## config.mk

```make
export PLATFORM = sky130hd
export DESIGN_NAME = ahb8_spi_master_flat
export DESIGN_NICKNAME = d
export VERILOG_FILES = /design/src/rtl/ls1u_bus_pkg.sv /design/src/rtl/ahb8_spi_master_if.sv /design/src/rtl/spi_shift_engine.sv /design/src/rtl/ahb8_spi_master.sv /design/src/flat_wrapper.sv
export SDC_FILE = /design/constraint.sdc
export NUM_CORES = 1
export LEC_CHECK = 0
export CAP_MARGIN = 20
export CORE_ASPECT_RATIO = 0.9
export CORE_MARGIN = 10
export CORE_UTILIZATION = 45
export DETAILED_ROUTE_END_ITERATION = 8
export PLACE_DENSITY = 0.75
export RECOVER_POWER = 50
export SETUP_SLACK_MARGIN = 0.1
export SKIP_CTS_REPAIR_TIMING = 1
export SLEW_MARGIN = 20
export SYNTH_ARGS = -nofsm -noshare
export SYNTH_HDL_FRONTEND = slang
export SYNTH_SLANG_ARGS = --single-unit
export TNS_END_PERCENT = 10
```

## constraint.sdc

```tcl
create_clock -name clk -period 1.85 [get_ports clk]
set_input_delay 0.185 -clock clk [delete_from_list [all_inputs] [get_ports clk]]
set_output_delay 0.185 -clock clk [all_outputs]
set_load 0.01 [all_outputs]
```

## src/rtl/ls1u_bus_pkg.sv

```systemverilog
// Shared encodings for the shrunk 8-bit AHB bus and the SPI master register map.
package ls1u_bus_pkg;

  typedef enum logic [1:0] {
    HTRANS_IDLE   = 2'b00,
    HTRANS_BUSY   = 2'b01,
    HTRANS_NONSEQ = 2'b10,
    HTRANS_SEQ    = 2'b11
  } htrans_e;

  localparam logic [1:0] REG_DATA = 2'd0;
  localparam logic [1:0] REG_STAT = 2'd1;
  localparam logic [1:0] REG_CTRL = 2'd2;
  localparam logic [1:0] REG_DIV  = 2'd3;

  localparam int STAT_BUSY    = 0;
  localparam int STAT_RXV     = 1;
  localparam int CTRL_CS      = 0;
  localparam int CTRL_DEV_LSB = 1;
  localparam int CTRL_DEV_MSB = 4;
  localparam int CTRL_IE      = 7;

  typedef enum logic [1:0] {
    ENG_IDLE  = 2'd0,
    ENG_SHIFT = 2'd1,
    ENG_DONE  = 2'd2
  } eng_state_e;

endpackage

```

## src/rtl/ahb8_spi_master_if.sv

```systemverilog
// Shrunk AHB responder bundle: 24-bit address, 8-bit data, single hready.
interface ahb8_spi_master_if;
  logic        hsel;
  logic [23:0] haddr;
  logic        hwrite;
  logic [1:0]  htrans;
  logic [2:0]  hburst;
  logic [7:0]  hwdata;
  logic [7:0]  hrdata;
  logic        hready;
  logic        hresp;

  modport master (
    output hsel, haddr, hwrite, htrans, hburst, hwdata,
    input  hrdata, hready, hresp
  );

  modport slave (
    input  hsel, haddr, hwrite, htrans, hburst, hwdata,
    output hrdata, hready, hresp
  );
endinterface

```

## src/rtl/spi_shift_engine.sv

```systemverilog
// SPI mode-0 byte engine: MSB first, SCK half-period of (div+1) clk cycles.
module spi_shift_engine
  import ls1u_bus_pkg::*;
(
  input  logic       clk,
  input  logic       hreset_n,
  input  logic       start,
  input  logic [7:0] tx,
  input  logic [7:0] div,
  input  logic       miso,
  output logic       busy,
  output logic       done,
  output logic [7:0] rx,
  output logic       mclk,
  output logic       mosi
);

  eng_state_e state_reg, state_next;
  logic [7:0] cnt_reg;
  logic [3:0] half_reg;
  logic [7:0] tx_sh_reg;
  logic [7:0] rx_sh_reg;
  logic [7:0] rx_reg;
  logic       mclk_reg;
  logic       tick;

  assign tick = (state_reg == ENG_SHIFT) && (cnt_reg == div);

  always_ff @(posedge clk or negedge hreset_n) begin
    if (!hreset_n) state_reg <= ENG_IDLE;
    else           state_reg <= state_next;
  end

  // DONE may restart directly so a stalled DATA write costs no extra cycle
  always_comb begin
    state_next = state_reg;
    case (state_reg)
      ENG_IDLE:  if (start) state_next = ENG_SHIFT;
      ENG_SHIFT: if (tick && (half_reg == 4'd15)) state_next = ENG_DONE;
      ENG_DONE:  state_next = start ? ENG_SHIFT : ENG_IDLE;
      default:   state_next = ENG_IDLE;
    endcase
  end

  always_comb begin
    busy = (state_reg == ENG_SHIFT);
    done = (state_reg == ENG_DONE);
  end

  always_ff @(posedge clk or negedge hreset_n) begin
    if (!hreset_n) begin
      cnt_reg   <= 8'd0;
      half_reg  <= 4'd0;
      tx_sh_reg <= 8'd0;
      rx_sh_reg <= 8'd0;
      rx_reg    <= 8'd0;
      mclk_reg  <= 1'b0;
    end else begin
      if (state_reg == ENG_DONE) rx_reg <= rx_sh_reg;
      if (start && (state_reg != ENG_SHIFT)) begin
        cnt_reg   <= 8'd0;
        half_reg  <= 4'd0;
        mclk_reg  <= 1'b0;
        tx_sh_reg <= tx;
      end else if (state_reg == ENG_SHIFT) begin
        if (tick) begin
          cnt_reg  <= 8'd0;
          half_reg <= half_reg + 4'd1;
          mclk_reg <= ~mclk_reg;
          // rising edge samples miso, falling edge advances mosi
          if (!mclk_reg) rx_sh_reg <= {rx_sh_reg[6:0], miso};
          else           tx_sh_reg <= {tx_sh_reg[6:0], 1'b0};
        end else begin
          cnt_reg <= cnt_reg + 8'd1;
        end
      end
    end
  end

  assign rx   = rx_reg;
  assign mclk = mclk_reg;
  assign mosi = tx_sh_reg[7];

endmodule

```

## src/rtl/ahb8_spi_master.sv

```systemverilog
// AHB-attached SPI master: four byte registers, DATA writes stall while a byte is shifting.
module ahb8_spi_master
  import ls1u_bus_pkg::*;
#(
  parameter logic [7:0] DIV_RST = 8'd3
) (
  input  logic                     clk,
  input  logic                     hreset_n,
  ahb8_spi_master_if.slave         bus,
  output logic                     irq,
  output logic                     spi_cs,
  output logic [3:0]               spi_devsel,
  output logic                     mosi,
  output logic                     mclk,
  input  logic                     miso
);

  logic       dp_valid_reg;
  logic       dp_write_reg;
  logic [1:0] dp_addr_reg;
  logic       cs_reg;
  logic [3:0] dev_reg;
  logic       ie_reg;
  logic [7:0] div_reg;
  logic       rxv_reg;

  logic       eng_busy;
  logic       eng_done;
  logic [7:0] eng_rx;
  logic       addr_accept;
  logic       stall;
  logic       wr_en;
  logic       rd_en;
  logic       start;
  logic [7:0] rdata;
  logic       unused_bits;

  assign stall       = dp_valid_reg && dp_write_reg && (dp_addr_reg == REG_DATA) && eng_busy;
  assign addr_accept = bus.hsel && !stall &&
                       ((bus.htrans == HTRANS_NONSEQ) || (bus.htrans == HTRANS_SEQ));
  assign wr_en       = dp_valid_reg && dp_write_reg && !stall;
  assign rd_en       = dp_valid_reg && !dp_write_reg;
  assign start       = wr_en && (dp_addr_reg == REG_DATA);

  // a stalled data phase keeps its registered address until it completes
  always_ff @(posedge clk or negedge hreset_n) begin
    if (!hreset_n) begin
      dp_valid_reg <= 1'b0;
      dp_write_reg <= 1'b0;
      dp_addr_reg  <= 2'd0;
    end else if (!stall) begin
      dp_valid_reg <= addr_accept;
      dp_write_reg <= bus.hwrite;
      dp_addr_reg  <= bus.haddr[1:0];
    end
  end

  always_ff @(posedge clk or negedge hreset_n) begin
    if (!hreset_n) begin
      cs_reg  <= 1'b1;
      dev_reg <= 4'd0;
      ie_reg  <= 1'b0;
      div_reg <= DIV_RST;
      rxv_reg <= 1'b0;
    end else begin
      if (wr_en && (dp_addr_reg == REG_CTRL)) begin
        cs_reg  <= bus.hwdata[CTRL_CS];
        dev_reg <= bus.hwdata[CTRL_DEV_MSB:CTRL_DEV_LSB];
        ie_reg  <= bus.hwdata[CTRL_IE];
      end
      if (wr_en && (dp_addr_reg == REG_DIV)) div_reg <= bus.hwdata;
      // completion beats a coincident DATA read
      if (eng_done)                                rxv_reg <= 1'b1;
      else if (rd_en && (dp_addr_reg == REG_DATA)) rxv_reg <= 1'b0;
    end
  end

  always_comb begin
    rdata = 8'h00;
    if (rd_en) begin
      case (dp_addr_reg)
        REG_DATA: rdata = eng_rx;
        REG_STAT: begin
          rdata[STAT_BUSY] = eng_busy;
          rdata[STAT_RXV]  = rxv_reg;
        end
        REG_CTRL: begin
          rdata[CTRL_CS]                   = cs_reg;
          rdata[CTRL_DEV_MSB:CTRL_DEV_LSB] = dev_reg;
          rdata[CTRL_IE]                   = ie_reg;
        end
        default:  rdata = div_reg;
      endcase
    end
  end

  spi_shift_engine u_engine (
    .clk      (clk),
    .hreset_n (hreset_n),
    .start    (start),
    .tx       (bus.hwdata),
    .div      (div_reg),
    .miso     (miso),
    .busy     (eng_busy),
    .done     (eng_done),
    .rx       (eng_rx),
    .mclk     (mclk),
    .mosi     (mosi)
  );

  assign bus.hrdata = rdata;
  assign bus.hready = !stall;
  assign bus.hresp  = 1'b0;
  assign irq        = rxv_reg && ie_reg;
  assign spi_cs     = cs_reg;
  assign spi_devsel = dev_reg;

  assign unused_bits = ^{bus.haddr[23:2], bus.hburst};

endmodule

```

## src/flat_wrapper.sv

```systemverilog
// flat-port wrapper written by rule: the top's interface ports become plain ports
module ahb8_spi_master_flat import ls1u_bus_pkg::*;
#(
  parameter logic [7:0] DIV_RST = 8'd3
)
  (clk, hreset_n, irq, spi_cs, spi_devsel, mosi, mclk, miso, bus_hsel, bus_haddr, bus_hwrite, bus_htrans, bus_hburst, bus_hwdata, bus_hrdata, bus_hready, bus_hresp);
  ahb8_spi_master_if bus_i ();
  input  logic clk;
  input  logic hreset_n;
  output logic irq;
  output logic spi_cs;
  output logic [3:0] spi_devsel;
  output logic mosi;
  output logic mclk;
  input  logic miso;
  input wire logic [$bits(bus_i.hsel)-1:0] bus_hsel;
  input wire logic [$bits(bus_i.haddr)-1:0] bus_haddr;
  input wire logic [$bits(bus_i.hwrite)-1:0] bus_hwrite;
  input wire logic [$bits(bus_i.htrans)-1:0] bus_htrans;
  input wire logic [$bits(bus_i.hburst)-1:0] bus_hburst;
  input wire logic [$bits(bus_i.hwdata)-1:0] bus_hwdata;
  output wire logic [$bits(bus_i.hrdata)-1:0] bus_hrdata;
  output wire logic [$bits(bus_i.hready)-1:0] bus_hready;
  output wire logic [$bits(bus_i.hresp)-1:0] bus_hresp;
  assign bus_i.hsel = bus_hsel;
  assign bus_i.haddr = bus_haddr;
  assign bus_i.hwrite = bus_hwrite;
  assign bus_i.htrans = bus_htrans;
  assign bus_i.hburst = bus_hburst;
  assign bus_i.hwdata = bus_hwdata;
  assign bus_hrdata = bus_i.hrdata;
  assign bus_hready = bus_i.hready;
  assign bus_hresp = bus_i.hresp;
  ahb8_spi_master #(.DIV_RST(DIV_RST)) u_core (.clk(clk), .hreset_n(hreset_n), .bus(bus_i), .irq(irq), .spi_cs(spi_cs), .spi_devsel(spi_devsel), .mosi(mosi), .mclk(mclk), .miso(miso));
endmodule
```

# [Word-level counts from Yosys, hierarchy flattened]
# Cells that the tools add are included.
[word_totals] register_bits=58 inputBits=42 out_inout_bits=18
[op_classes] n_mux=24 n_eq_ne=12 n_reduce_logical=29 add_sub_neg=2 n_bitwise=2
[op_table] op="8-bit 2-to-1 mux" count=8
[op_table] op="1-bit logical AND" count=15
[op_table] op="4-bit 2-to-1 mux" count=3
[op_table] op="2-bit case mux with 3 select lines" count=2
[op_table] op="2-bit equality test (second input constant)" count=5
[op_table] op="3-bit case mux with 3 select lines" count=1
[op_table] op="8-bit by 1-bit adder with 8-bit output (second input constant)" count=1
[op_table] op="8-bit equality test" count=1
[op_table] op="2-bit nonzero test" count=4
[op_table] op="1-bit 2-to-1 mux" count=6
[op_table] op="4-bit by 1-bit adder with 4-bit output (second input constant)" count=1
[op_table] op="2-bit by 1-bit equality test with 1-bit output (second input constant)" count=2
[op_table] op="4-bit equality test (second input constant)" count=1
[op_table] op="2-bit logical NOT" count=2
[op_table] op="2-bit 2-to-1 mux" count=2
[op_table] op="2-bit inequality test (second input constant)" count=2
[op_table] op="2-bit case mux with 2 select lines" count=1
[op_table] op="2-bit AND reduction" count=2
[op_table] op="4-bit AND reduction" count=1
[op_table] op="1-bit case mux with 3 select lines" count=1
[op_table] op="3-bit AND reduction" count=1
[op_table] op="1-bit logical NOT" count=2
[op_table] op="2-bit by 1-bit inequality test with 1-bit output (second input constant)" count=1
[op_table] op="1-bit NOT" count=2
[op_table] op="other kinds (2)" count=2

# [Longest topological paths before layout]
[logic_depth] depth_word=9 ltp_mapped=7 ltp_nobuf=5

# [By module]
# From an unflattened synthesis, not the netlist that was laid out.
[hier_totals] cells_unflattened=241 area_unflattened_um2=2757.6
[modules_own_cells] mod="spi_shift_engine" n_inst=1 area_per_inst_um2=1785.5 cells_per_inst=160
[modules_own_cells] mod="ahb8_spi_master" n_inst=1 area_per_inst_um2=972.2 cells_per_inst=81

# [Least setup slack after synthesis]
# Ideal clock, no wire load.
[synth_path] path_kind="register to register" startpoint="reg u_core.div_reg[1]" endpoint="reg u_core.u_engine.rx_sh_reg[0]" t_required_ns=1.722 path_slack_ns=-0.075 setup_ns=0.128 stages_incl_launch_ff=6 period_less_slack_ns=1.925 arrival_time_ns=1.797 cell_sequence="dfstp_2 xor2_1 nor4_4 nand3_4 nor2_4 mux2_1"
[synth_between] elab_chain_len=3
[synth_lines] element="start, declared" line_no="ahb8_spi_master.sv:24" text="logic [7:0] div_reg;"
[synth_lines] element="start signal, assigned" line_no="ahb8_spi_master.sv:71" text="if (wr_en && (dp_addr_reg == REG_DIV)) div_reg <= bus.hwdata;"
[synth_lines] element="8-bit equality test" line_no="spi_shift_engine.sv:27" text="assign tick = (state_reg == ENG_SHIFT) && (cnt_reg == div);"
[synth_lines] element="1-bit logical AND" line_no="spi_shift_engine.sv:27"
[synth_lines] element="4-bit AND reduction (no line)"
[synth_lines] element="end signal, assigned" line_no="spi_shift_engine.sv:71" text="if (!mclk_reg) rx_sh_reg <= {rx_sh_reg[6:0], miso};"
[synth_lines] element="end, declared" line_no="spi_shift_engine.sv:22" text="logic [7:0] rx_sh_reg;"
# Every way passes these cells.
# A chain may end at the register's enable or synchronous reset.

# [Final worst setup path]
[layout_path] startpoint="reg u_core.dp_addr_reg[0]" endpoint="out bus_hrdata[1]"
[layout_between] elab_chain_len=3
[layout_lines] element="start, declared" line_no="ahb8_spi_master.sv:20" text="logic [1:0] dp_addr_reg;"
[layout_lines] element="start signal, assigned" line_no="ahb8_spi_master.sv:54" text="dp_addr_reg <= bus.haddr[1:0];"
[layout_lines] element="2-bit equality test (tied with other cells)" line_no="ahb8_spi_master.sv:81" text="case (dp_addr_reg)"
[layout_lines] element="2-bit case mux with 3 select lines *" line_no="ahb8_spi_master.sv:81"
[layout_lines] element="8-bit 2-to-1 mux *" line_no="ahb8_spi_master.sv:80" text="if (rd_en) begin"
[layout_lines] element="end, declared" line_no="flat_wrapper.sv:22" text="output wire logic [$bits(bus_i.hrdata)-1:0] bus_hrdata;"
# Every way passes the cells marked *; elsewhere a longest branch is shown, timed or not.

==> key figures <==
Outcome
  – Status: finished with violations
  – Failing checks: setup timing

Place
  – Placed cell area: 0.00327 mm²
  – Dpl hpwl: 4.52 mm
  – Placed cells: 349
  – Port buffer count: 32
  – GPL Wtd Cong: 0.810

Synth
  – Top cell type's share of synthesized area: 50.6%
  – Post-synthesis cell area: 0.00272 mm²
  – Post-Syn Nets: 277
  – Syn avg cell area: 11.7 µm²
  – Top post-synthesis cells by area: dfrtp_1 51%, mux2_2 8.3%, mux2i_1 4.0%
  – Yosys top cell by area: dfrtp_1
  – #FFs+latches synth: 58
  – Synth cell types: 37
  – Yosys warns: 0
  – Post-Synthesis Cells: 233
  – Seq/Total Area, Yosys: 53.4%

Pwr
  – Pint: 2.75 mW
  – Clock share of power: 32.3%
  – NetSw: 1.17 mW
  – Worst IR Drop VDD: 0.705 mV
  – Register share of total power: 44.5%
  – Sw Share: 29.9%
  – Cell Pwr Density: 1110 mW/mm²
  – Leakage power: 1.73 nW
  – Comb pwr share: 23.2%

Detailed routing
  – DRT iter0 DRCs: 88
  – Post-route DRC: 0
  – WL final: 6.29 mm
  – Vias/cell: 5.49
  – Routed length per placed instance: 17.0 µm
  – Detailed Routing Iterations Pass 1: 4
  – Via count: 2032
  – Detail Route Antenna Nets: 0

Timing
  – Max frequency: 0.535 GHz
  – Period utilization: 101%
  – Final setup TNS: -0.0289 ns
  – Worst slew pin tran: 1.26 ns
  – Pins over their slew limit: 0
  – Hold Vio Cnt, Final: 0
  – Post-route minimum period: 1.87 ns
  – Slew margin rel.: 16.1%
  – RSZ-0062 raised after global routing: yes
  – Worst Skew: 0.0107 ns
  – Final Setup Violations: 2
  – Final WS setup: -0.0203 ns

Final layout
  – Net count, final: 339
  – Fill count: 446
  – Commonest cells after routing, fill and taps aside: 53 x dfrtp_1, 22 x clkdlybuf4s50_1, 22 x buf_4
  – Share of cells above drive strength 1: 28.0%
  – Post-route insts no fill: 370
  – Finished layout cell area: 0.00354 mm²
  – Area delta synth->final: 30.1%
  – Antenna Cells: 0
  – Most common cell after layout, fill and taps aside: dfrtp_1

Clocking
  – Clk root buf: clkbuf_8
  – TritonCTS clock tree: yes
  – Clk Latency, worst-skew pair: 0.35 ns
  – H-tree Lvls: 3
  – Clock sinks: 58
  – Cts bufs inserted: 9
  – Max clock buf depth: 2
  – Worst-path clk slew: 0.07 ns

Setup path
  – CP Max Fanout: 6
  – Critical path required time: 1.66 ns
  – Crit path DAT: 1.69 ns
  – Crit. End Element: primary output
  – Startpoint Class: flip-flop
  – Path type of the worst setup path: flip-flop to primary output

Die
  – Starting Density: 47.3%
  – CORE AREA: 0.00576 mm²
  – Die X: 102 µm
  – Row count: 26
  – I/O Pins: 60
  – Die Ht: 93.8 µm
  – Die Area: 0.00957 mm²

GRT
  – GRT Total Usage: 14.3%
  – Grt ovf: 0
  – First-pass GRT wire length: 10.5 mm
  – Largest net degree at the start of global routing: 59
  – Vias in the first global route: 2189
  – Initial antenna violation count: 0

Job
  – Max cap viols: 0

Worst hold path
  – Hold crit path type: input port to flip-flop
Yosys cell counts:
cell and n:
nand3_4 1, mux2i_1 11, o211ai_1 2, nand3_1 8
and3_1 4, nand2b_1 7, conb_1 1, nor2_4 1
a21oi_1 15, o31ai_1 1, a32o_1 1, and2_1 5
nand2_1 11, clkbuf_1 6, o21ai_1 4, nand4b_1 1
ha_1 2, xnor2_1 2, o21ai_0 10, buf_4 1
buf_2 2, o41ai_1 1, mux2_1 8, nand4_2 1
nor4_4 2, inv_1 3, dfrtp_1 55, nor2b_1 3
dfstp_2 3, xor2_1 9, a31oi_1 5, mux2_2 20
nor2_1 20, nand4_1 2, a22oi_1 2, a211oi_1 1
mux4_2 2
per-stage QoR:
stage / power [mW] / util [%] / hold slack, ns / setup slack (ns)
3_3_place_gp: 2.63 / 56.8 / 0.210 / -0.0259
4_1_cts: 3.95 / 60.5 / -0.159 / -0.415
6_report: 3.93 / 61.5 / 0.396 / -0.0203
3_5_place_dp: 2.67 / 56.8 / 0.213 / -0.0324
2_1_floorplan: 2.23 / - / -0.111 / -0.0480
5_1_grt: 4.13 / 61.5 / 0.387 / -0.0879
power by group through the flow:
stage | clock [mW] | sequential, mW | combinational [mW]
6_report | 1.27 | 1.75 | 0.913
5_1_grt | 1.35 | 1.78 | 1.01
4_1_cts | 1.29 | 1.74 | 0.913
3_5_place_dp | 0 | 1.76 | 0.907
3_3_place_gp | 0 | 1.75 | 0.878
2_1_floorplan | 0 | 1.71 | 0.519
kinds of logic after synthesis:
family,count (synthesis),synth area share [%]
buf+inv,12,1.88
compound gates,42,8.82
mux,41,17.3
fa+ha+maj,2,0.919
other cells,1,0.138
flops,58,53.4
xor+xnor,11,3.54
simple gates,66,14.0
per-layer routing:
layer / routed length, µm / global-route usage, % / share of wire [%] / up-vias
li1: - / - / - / 958
met3: 300 / 5.08 / 4.8 / 16
met1: 2730 / 16.1 / 43 / 1012
met5: 0 / 0 / 0 / -
met2: 3100 / 23.6 / 49 / 46
met4: 155 / 6.92 / 2.5 / 0
worst max-delay path, cell delays in order (launching register included):
cell and delay (ns):
dfrtp_2 0.46, buf_4 0.14, mux4_2 0.47, nor2b_1 0.14, clkbuf_2 0.13
final timing paths:
check	startpoint	to	slack, ns	cells after the start
max	u_core.dp_addr_reg[0]$_DFFE_PN0N_	bus_hrdata[1]	-0.02	4
min in group asynchronous	hreset_n	u_core.u_engine.cnt_reg[1]$_DFFE_PN0P_	0.75	3
min reg2reg	u_core.u_engine.rx_sh_reg[7]$_DFFE_PN0P_	u_core.u_engine.rx_sh_reg[7]$_DFFE_PN0P_	0.49	1
max reg2reg	u_core.div_reg[7]$_DFFE_PN0P_	u_core.u_engine.rx_sh_reg[6]$_DFFE_PN0P_	0.02	5
max in group asynchronous	hreset_n	u_core.dp_addr_reg[0]$_DFFE_PN0N_	0.25	3
min	bus_haddr[0]	u_core.dp_addr_reg[0]$_DFFE_PN0N_	0.40	2
area by class of cell:
type                    count  area, µm²  share of cell area (%)
inverters                   3       11.3                   0.318
multi-input cells         163       1250                    35.2
well taps                  70       87.6                    2.47
clock buffers              11        131                    3.71
flip-flops and latches     58       1460                    41.2
clock inverters             5       80.1                    2.26
repair buffers             60        527                    14.9
Note: power is estimated with default switching activity, not from simulation.
